## config.mk

```make
export PLATFORM = sky130hd
export DESIGN_NAME = ptw_walk_sched
export DESIGN_NICKNAME = d
export VERILOG_FILES = /design/src/rtl/ptw_walk_sched_pkg.sv /design/src/rtl/ptw_walk_sched_arb.sv /design/src/rtl/ptw_walk_sched.sv
export SDC_FILE = /design/constraint.sdc
export NUM_CORES = 1
export LEC_CHECK = 0
export CORE_MARGIN = 1.5
export CORE_UTILIZATION = 25
export DETAILED_ROUTE_END_ITERATION = 16
export GPL_TIMING_DRIVEN = 0
export PLACE_DENSITY = 0.59
export SYNTH_ARGS = -nofsm -noshare
export SYNTH_HDL_FRONTEND = slang
export SYNTH_SLANG_ARGS = --single-unit
```

## constraint.sdc

```tcl
create_clock -name clk -period 1.7 [get_ports clk]
set_input_delay 0.17 -clock clk [delete_from_list [all_inputs] [get_ports clk]]
set_output_delay 0.17 -clock clk [all_outputs]
set_load 0.01 [all_outputs]
```

## src/rtl/ptw_walk_sched_pkg.sv

```systemverilog
// Shared MMU walk-scheduler definitions: state encoding, walker handshake
// structs and the response-pulse decode used by the scheduler FSM.
package ptw_walk_sched_pkg;

  localparam int VALEN_DEF      = 32;
  localparam int STARVE_MAX_DEF = 4;
  localparam int STARVE_W       = 4;

  typedef enum logic [2:0] {
    ST_IDLE  = 3'd0,
    ST_REQ   = 3'd1,
    ST_WAIT  = 3'd2,
    ST_RESP  = 3'd3,
    ST_DRAIN = 3'd4
  } type_walk_sched_state_e;

  typedef struct packed {
    logic                 req;
    logic [VALEN_DEF-1:0] vaddr;
    logic                 is_instr;
    logic                 is_store;
  } type_sched2ptw_s;

  typedef struct packed {
    logic ack;
    logic done;
    logic error;
  } type_ptw2sched_s;

  // Packed as {itlb_update, dtlb_update, i_page_fault, d_page_fault}.
  function automatic logic [3:0] resp_pulse(input logic is_instr, input logic error);
    logic [3:0] p;
    p = 4'b0000;
    case ({is_instr, error})
      2'b10:   p = 4'b1000;
      2'b00:   p = 4'b0100;
      2'b11:   p = 4'b0010;
      default: p = 4'b0001;
    endcase
    return p;
  endfunction

endpackage

```

## src/rtl/ptw_walk_sched_arb.sv

```systemverilog
// ITLB/DTLB grant selection with a saturating starvation counter that
// forces an ITLB grant after STARVE_MAX consecutive DTLB wins.
module ptw_grant_arb
  import ptw_walk_sched_pkg::*;
#(
  parameter int STARVE_MAX = STARVE_MAX_DEF
) (
  input  logic clk,
  input  logic rst,
  input  logic itlb_miss,
  input  logic dtlb_miss,
  input  logic grant_en,
  output logic grant_instr
);

  localparam logic [STARVE_W-1:0] CNT_MAX = STARVE_W'(STARVE_MAX);

  logic [STARVE_W-1:0] starve_cnt;

  // DTLB is the older instruction and wins ties until the ITLB has waited long enough.
  assign grant_instr = itlb_miss && (!dtlb_miss || (starve_cnt == CNT_MAX));

  always_ff @(posedge clk) begin
    if (rst) begin
      starve_cnt <= '0;
    end else if (grant_en) begin
      if (grant_instr || !itlb_miss) begin
        starve_cnt <= '0;
      end else if (starve_cnt != CNT_MAX) begin
        starve_cnt <= starve_cnt + 1'b1;
      end
    end
  end

endmodule

```

## src/rtl/ptw_walk_sched.sv

```systemverilog
// Page-table-walk scheduler: arbitrates ITLB/DTLB misses onto one walker,
// tracks the walk and returns a single update/fault pulse to the owner.
module ptw_walk_sched
  import ptw_walk_sched_pkg::*;
#(
  parameter int VALEN      = VALEN_DEF,
  parameter int STARVE_MAX = STARVE_MAX_DEF
) (
  input  logic             clk,
  input  logic             rst,
  input  logic             itlb_miss_i,
  input  logic [VALEN-1:0] itlb_vaddr_i,
  input  logic             dtlb_miss_i,
  input  logic [VALEN-1:0] dtlb_vaddr_i,
  input  logic             dtlb_is_store_i,
  input  logic             flush_i,
  output logic             walk_req_o,
  output logic [VALEN-1:0] walk_vaddr_o,
  output logic             walk_is_instr_o,
  output logic             walk_is_store_o,
  input  logic             walk_ack_i,
  input  logic             walk_done_i,
  input  logic             walk_error_i,
  output logic             itlb_update_o,
  output logic             dtlb_update_o,
  output logic             i_page_fault_o,
  output logic             d_page_fault_o,
  output logic             busy_o
);

  localparam logic [2:0] IDLE  = ST_IDLE;
  localparam logic [2:0] REQ   = ST_REQ;
  localparam logic [2:0] WAIT  = ST_WAIT;
  localparam logic [2:0] RESP  = ST_RESP;
  localparam logic [2:0] DRAIN = ST_DRAIN;

  logic [2:0]      state;
  logic [3:0]      pulse_q;
  logic            grant_en;
  logic            grant_instr;
  type_ptw2sched_s ptw_in;

  assign ptw_in = '{ack: walk_ack_i, done: walk_done_i, error: walk_error_i};

  // A miss seen together with a flush belongs to a squashed instruction.
  assign grant_en = (state == IDLE) && !flush_i && (itlb_miss_i || dtlb_miss_i);

  ptw_grant_arb #(
    .STARVE_MAX (STARVE_MAX)
  ) u_arb (
    .clk         (clk),
    .rst         (rst),
    .itlb_miss   (itlb_miss_i),
    .dtlb_miss   (dtlb_miss_i),
    .grant_en    (grant_en),
    .grant_instr (grant_instr)
  );

  always_ff @(posedge clk) begin
    if (rst) begin
      state           <= IDLE;
      walk_req_o      <= 1'b0;
      walk_vaddr_o    <= '0;
      walk_is_instr_o <= 1'b0;
      walk_is_store_o <= 1'b0;
      pulse_q         <= 4'b0000;
      busy_o          <= 1'b0;
    end else begin
      pulse_q <= 4'b0000;
      case (state)
        IDLE: begin
          if (grant_en) begin
            state           <= REQ;
            walk_req_o      <= 1'b1;
            busy_o          <= 1'b1;
            walk_vaddr_o    <= grant_instr ? itlb_vaddr_i : dtlb_vaddr_i;
            walk_is_instr_o <= grant_instr;
            walk_is_store_o <= grant_instr ? 1'b0 : dtlb_is_store_i;
          end
        end
        REQ: begin
          // Once acked the walker owns the request, so a flush must drain it.
          if (ptw_in.ack) begin
            walk_req_o <= 1'b0;
            state      <= flush_i ? DRAIN : WAIT;
          end else if (flush_i) begin
            walk_req_o <= 1'b0;
            state      <= IDLE;
            busy_o     <= 1'b0;
          end
        end
        WAIT: begin
          if (flush_i) begin
            state  <= ptw_in.done ? IDLE : DRAIN;
            busy_o <= !ptw_in.done;
          end else if (ptw_in.done) begin
            state   <= RESP;
            pulse_q <= resp_pulse(walk_is_instr_o, ptw_in.error);
          end
        end
        RESP: begin
          state  <= IDLE;
          busy_o <= 1'b0;
        end
        DRAIN: begin
          if (ptw_in.done) begin
            state  <= IDLE;
            busy_o <= 1'b0;
          end
        end
        default: begin
          state      <= IDLE;
          walk_req_o <= 1'b0;
          busy_o     <= 1'b0;
        end
      endcase
    end
  end

  assign itlb_update_o  = pulse_q[3];
  assign dtlb_update_o  = pulse_q[2];
  assign i_page_fault_o = pulse_q[1];
  assign d_page_fault_o = pulse_q[0];

endmodule
```

==> results of run 1 <==
metal layers:
layer | global-route usage | up-vias | wire length, um
met3 | 0.0475 | 9 | 471
met2 | 0.260 | 77 | 3250
met1 | 0.176 | 1062 | 2840
li1 | - | 1179 | -
met4 | 0.0448 | 0 | 106
met5 | 0 | - | 0
area by class of cell:
class	count	area share
sequential	47	0.254
tap	105	0.0352
clock inverter	2	0.00436
inverter	5	0.00503
clock buffer	6	0.0221
multi-input combinational	191	0.320
timing repair buffer	119	0.314
buffer	20	0.0443
power groups by stage:
stage | logic, mW | clock network, mW | registers (mW)
3_5_place_dp | 0.713 | 0 | 1.25
4_1_cts | 0.773 | 0.769 | 1.23
2_1_floorplan | 0.281 | 0 | 1.28
6_report | 0.778 | 0.735 | 1.22
5_1_grt | 0.848 | 0.815 | 1.24
3_3_place_gp | 0.708 | 0 | 1.25
repair_timing:
item | CTS | global route
pin swaps | 6 | 3
endpoints found under the hold margin | 0 | 0
endpoints found under the setup margin | 39 | 38
gates resized for setup | 40 | 14
buffers inserted | 9 | 0
cell families after synthesis:
group / after synthesis / synth area share
AND/OR/NAND/NOR: 101 / 0.221
buffers and inverters: 28 / 0.0574
flip-flops: 47 / 0.445
AO/OA/AOI/OAI: 86 / 0.255
multiplexers: 2 / 0.0101
adder cells (fa/ha/maj): 2 / 0.0118
path summary, 6_finish.rpt:
path | start | end | slack [ns] | cells after the start
worst min-delay path | flush_i | state[2] | 0.31 | 3
worst max-delay path | state[2] | u_arb.starve_cnt[0] | -0.10 | 5
worst min register to register | walk_is_store_o | walk_is_store_o | 0.47 | 2
worst max register to register | state[2] | u_arb.starve_cnt[0] | -0.10 | 5
metrics by stage:
step / hold WS [ns] / utilization
after floorplan: 0.247 / -
after global placement: 0.445 / 0.415
after detailed placement: 0.453 / 0.415
after CTS: 0.305 / 0.448
after global routing: 0.367 / 0.454
final: 0.314 / 0.454
sequential cells by signal, summed over array words and instances (netlist names):
name / count
busy_o: 1
walk_req_o: 1
pulse_q: 4
walk_vaddr_o: 32
state: 3
walk_is_instr_o: 1
walk_is_store_o: 1
u_arb.starve_cnt: 4
tightest hold or removal path: cells and delay by family:
kind	cells	cell delay, ns
AND/OR/NAND/NOR	1	0.15
AO/OA/AOI/OAI	1	0.06
buffers and inverters	1	0.20
cell usage in the layout, fill, tap and decap left out, types with 4 or more instances in the layout:
| master | n |
|---|---|
| a211oi_1 | 31 |
| inv_1 | 5 |
| clkdlybuf4s50_1 | 108 |
| clkbuf_8 | 7 |
| nor2_1 | 36 |
| buf_4 | 11 |
| nor3_1 | 6 |
| a21oi_1 | 18 |
| a21oi_2 | 18 |
| dfxtp_1 | 45 |
| o21ai_0 | 5 |
| clkbuf_4 | 4 |
| nand2_1 | 37 |
| clkbuf_1 | 6 |
==> results.md, run 1 <==
- Row count: 33
- Routed WL per cell: 13.5 um
- Crit path setup slack, layout: -0.104 ns
- HPWL after detailed placement: 4880 um
- FF+latch count, synth: 47
- Port Buffers: 110
- Antenna Nets Post-Route: 0
- Pre-CTS setup slack: -0.552 ns
- Slew HR: 0.657
- Clock period minus final worst setup slack: 1.80 ns
- CTS tree: yes
- Final period util: 1.06
- Synth cell count leaders: 47 x dfxtp_1, 39 x a21oi_1, 38 x nand2_1, 37 x nor2_1, 33 x a211oi_1
- Drc violations: 0
- Clk_lat worst skew: 0.30 ns
- Inserted Clock Buffers: 5
- DR pass1 iterations: 4
- Synthesized area per cell: 7.95 um^2
- Most instantiated library cell after synthesis: dfxtp_1
- Total length of routed wires: approximately 6700 um
- Worst Max-Slew Pin Slew: 0.515 ns
- Delay-heaviest family, CP: simple AND/OR/NAND/NOR gates
- Hold Buf Count CTS: 0
- EDFF count, synth: 0
- Register area: 948 um^2
- Post-synth top flop: dfxtp_1
- Multi-input gate area in the final layout: around 0.0012 mm^2
- Power Total: 2.74 mW
- Critical-path top delay cell: or4_4
- Flop pwr share: 0.447
- Die Area: 0.00902 mm^2
- Starting Density: 0.257
- Syn nets: roughly 340
- Initial DRC Count: 42
- Maximum number of pins on one net before global-route repair: 16
- Placer Congestion: 0.739
- Routed vias/inst: 4.70
- Die Width: 95.0 um
- CTS HTree Levels: 2
- RSZ-0062 raised after global routing: true
- CTS sink count: 47
- Final Hold Fails: 0
- Distinct cells, synth: 35
- Power per cell area: 734 mW/mm^2
- Initial antenna violation count: 0
- CP endpoint kind: flop
- Mapped Area: ~0.0021 mm^2
- Violated checks: setup timing
- Top cell type's share of synthesized area: 0.445
- Comb power frac: 0.284
- Buffer and inverter count on the worst path: 1
- Fmax: around 0.55 GHz
- Data required, critical path: 1.94 ns
- Max cap viols: 0
- Largest stage delay, worst path: 0.52 ns
- Placed Area: between 0.003 and 0.004 mm^2
- Core Box Area: 0.00822 mm^2
- Main area contributors after synthesis: dfxtp_1 44%, a211oi_1 12%, a21oi_1 9.2%
- Vias: 2,327
- Clk root buf: clkbuf_8
- CP startpoint kind: flop
- Final Skew: 0.00966 ns
- CTS Buffer Depth: 2
- Chip Height: between 90 and 100 um
- Yosys top cell by area: dfxtp_1
- Layout cell share with drive strength beyond 1: 0.172
- P_sw: ~0.78 mW
- Inst Count DP: between 400 and 500
- Clock power share: 0.268
- Async SR Flop Fraction: 0
- Syn Inst Count: 266
- Overflow after GRT: 0
- Status: complete, but fails checks
- Final setup violation count: 27
- Post-Layout Cell Count: around 500
- All-Layer GR Usage: 0.150
- Seq/Total Area, Yosys: 0.445
- Io pins: 113
- Diode count: 0
- Lkg Pwr: 1.40 nW
- Int Pwr: 1.96 mW
- Peak supply drop: 0.370 mV
- Worst-path clk slew: 0.10 ns
- Fillers: 849
- First-pass GRT wire length: 10,500 um
- Worst Path Class, Setup: flop to flop
- TNS Setup: -1.50 ns
- Switching part of the total: 0.284
- Min-Delay Path Class: primary input to flop
- CP cell instances: or2_4 -> or4_4 -> buf_8 -> or3_4 -> a21oi_2
- Post-route cell area: 0.00373 mm^2
- CP Data Arrival Time: between 2 and 2.5 ns
- Vias in the first global route: 2,227
- Final Net Count: ~460
- Yosys warning count: 0
- Max Slew Vio Count: 0
- Area growth syn-to-layout: 76.4%
- Max FO, Critical Path: 6
(Power assumes the default switching activity.)
==> run 2: changes to the inputs <==
--- a/config.mk
+++ b/config.mk
@@ -9,7 +9,7 @@
 export CORE_UTILIZATION = 25
 export DETAILED_ROUTE_END_ITERATION = 16
 export GPL_TIMING_DRIVEN = 0
-export PLACE_DENSITY = 0.59
+export SLEW_MARGIN = 20
 export SYNTH_ARGS = -nofsm -noshare
 export SYNTH_HDL_FRONTEND = slang
 export SYNTH_SLANG_ARGS = --single-unit
==> run 2 against run 1 <==
  * The run still ends with setup timing left
  * Cell count grew 1.8%
  * Worst hold slack improved by 0.023 ns
  * Non-clock buffer count increased by 11
  * Largest cell class unchanged
==> results.md, run 2 (same netlist as run 1, synthesis figures left out) <==
- Core Box Area: 0.00822 mm^2
- Switching part of the total: 0.279
- Io pins: 113
- Clk root buf: clkbuf_8
- Worst Max-Slew Pin Slew: 0.537 ns
- Vias in the first global route: 2,241
- Max cap viols: 0
- Clk_lat worst skew: 0.29 ns
- Worst Path Class, Setup: flop to flop
- CTS Buffer Depth: 2
- WHS Path Cells: 3
- Diode count: 0
- Total length of routed wires: 7030 um
- DR pass1 iterations: 4
- Largest register FFs: 32
- CTS sink count: between 40 and 50
- CP startpoint kind: flop
- TNS Setup: -1.02 ns
- Worst reg-to-reg path cell count: 5
- Row count: 33
- Clock period minus final worst setup slack: 1.79 ns
- Placer Congestion: 0.734
- Maximum number of pins on one net before global-route repair: 13
- CTS HTree Levels: 2
- Hold_ws: 0.337 ns
- Fmax: approximately 0.56 GHz
- All-Layer GR Usage: 0.155
- Violated checks: setup timing
- Routed WL per cell: 14.0 um
- Min-Delay Path Class: primary input to flop
- Chip Height: around 95 um
- Starting Density: 0.257
- Die Area: 0.00902 mm^2
- Flop pwr share: 0.452
- M2 GR Usage: 0.257
- Register name with the most flops: walk_vaddr_o
- Final Skew: 0.00617 ns
- Data required, critical path: 1.92 ns
- Vias: between 2k and 2.5k
- R2R setup slack: -0.09 ns
- Port Buffers: 110
- Routed vias/inst: 4.74
- Int Pwr: 1.95 mW
- Antenna Nets Post-Route: 0
- Final period util: 1.05
- Final Net Count: 475
- Clock power share: 0.236
- Worst-path clk slew: 0.08 ns
- Max FO, Critical Path: 7
- Die Width: 95.0 um
- Initial DRC Count: 57
- Inserted Clock Buffers: 5
- Met3 usage: 0.0443
- Final Hold Fails: 0
- First-pass GRT wire length: 10,900 um
- P_sw: 0.757 mW
- Highest-count cells in the layout ignoring fill and taps: 108 x clkdlybuf4s50_1, 43 x dfxtp_1, 36 x nand2_1, 36 x nor2_1, 30 x a211oi_1
- Max Slew Vio Count: 0
- Final setup violation count: 24
- RSZ-0062 raised after global routing: true
- Initial antenna violation count: 0
- GRT met1 Usage: 0.197
- Drc violations: 0
- Status: complete, but fails checks
- HPWL after detailed placement: 4850 um
- Comb power frac: 0.312
- Peak supply drop: around 0.32 mV
- Slew HR: 0.642
- CP Data Arrival Time: approximately 2.0 ns
- CTS tree: yes
- Most common cell after layout, fill and taps aside: clkdlybuf4s50_1
- Lkg Pwr: 1.48 nW
- Layout cell share with drive strength beyond 1: 0.208
- Most Crowded Layer GR: met2
- CP endpoint kind: flop
- Area growth syn-to-layout: 85.5%
- Crit path setup slack, layout: -0.0918 ns
- Biggest regs: walk_vaddr_o: 32 flops, pulse_q: 4 flops, u_arb.starve_cnt: 4 flops
- Power per cell area: 691 mW/mm^2
- Overflow after GRT: 0
-- run 2: cell count changes in the layout (fill, tap and decap cells not counted), sizes merged --
cell	before	now
clkinv	1	0
buf	14	24
clkbuf	21	22
clkinvlp	1	0
-- run 2: final timing paths --
kind                                       from                  end
worst max register to register         state[2]  u_arb.starve_cnt[0]
worst min-delay path                    flush_i             state[2]
worst min register to register  walk_is_store_o      walk_is_store_o
worst max-delay path                   state[2]  u_arb.starve_cnt[0]
-- run 2: timing repair --
action / in CTS / in global routing
gates resized for setup: 47 / 25
buffers inserted: 11 / 5
hold buffers: 0 / 0
pin swaps: 14 / 11
setup endpoints to repair: 39 / 38
cloned: 2 / 3
-- run 2: power groups by stage --
stage                     registers (mW)  logic, mW  clock network [mW]
after global routing                1.24      0.922               0.704
after detailed placement            1.25      0.713                   0
after CTS                           1.23      0.799               0.664
final                               1.22      0.846               0.641
after floorplan                     1.28      0.281                   0
after global placement              1.25      0.710                   0
-- run 2: per-layer routing --
metal	wire, um	up-vias
li1	-	1202
met1	3120	1091
met2	3360	88
met3	463	9
met4	87	0
met5	0	-
-- run 2: cell type report --
cell class,instances,area [um^2]
plain buffers,19,198
clock buffers,6,72.6
fillers,813,4290
inverters,5,18.8
multi-input cells,191,1210
flip-flops and latches,47,951
well taps,105,131
repair buffers,131,1340
-- run 2: through the flow --
step / cell area (um^2) / worst slack [ns] / power [mW] / std cells / util
2_1_floorplan: 2180 / -0.126 / 1.57 / 266 / -
3_3_place_gp: 3410 / -0.534 / 1.96 / 481 / 0.415
3_5_place_dp: 3410 / -0.568 / 1.96 / 481 / 0.415
4_1_cts: 3720 / -0.107 / 2.69 / 497 / 0.453
5_1_grt: 3920 / -0.116 / 2.86 / 504 / 0.478
6_report: 3920 / -0.0918 / 2.71 / 504 / 0.478
-- run 2: critical path, stage by stage (launching register included) --
cell and delay [ns]:
dfxtp_4 0.35, or2_4 0.25, or4_4 0.52, buf_8 0.17, or3_1 0.30, a21oi_1 0.13
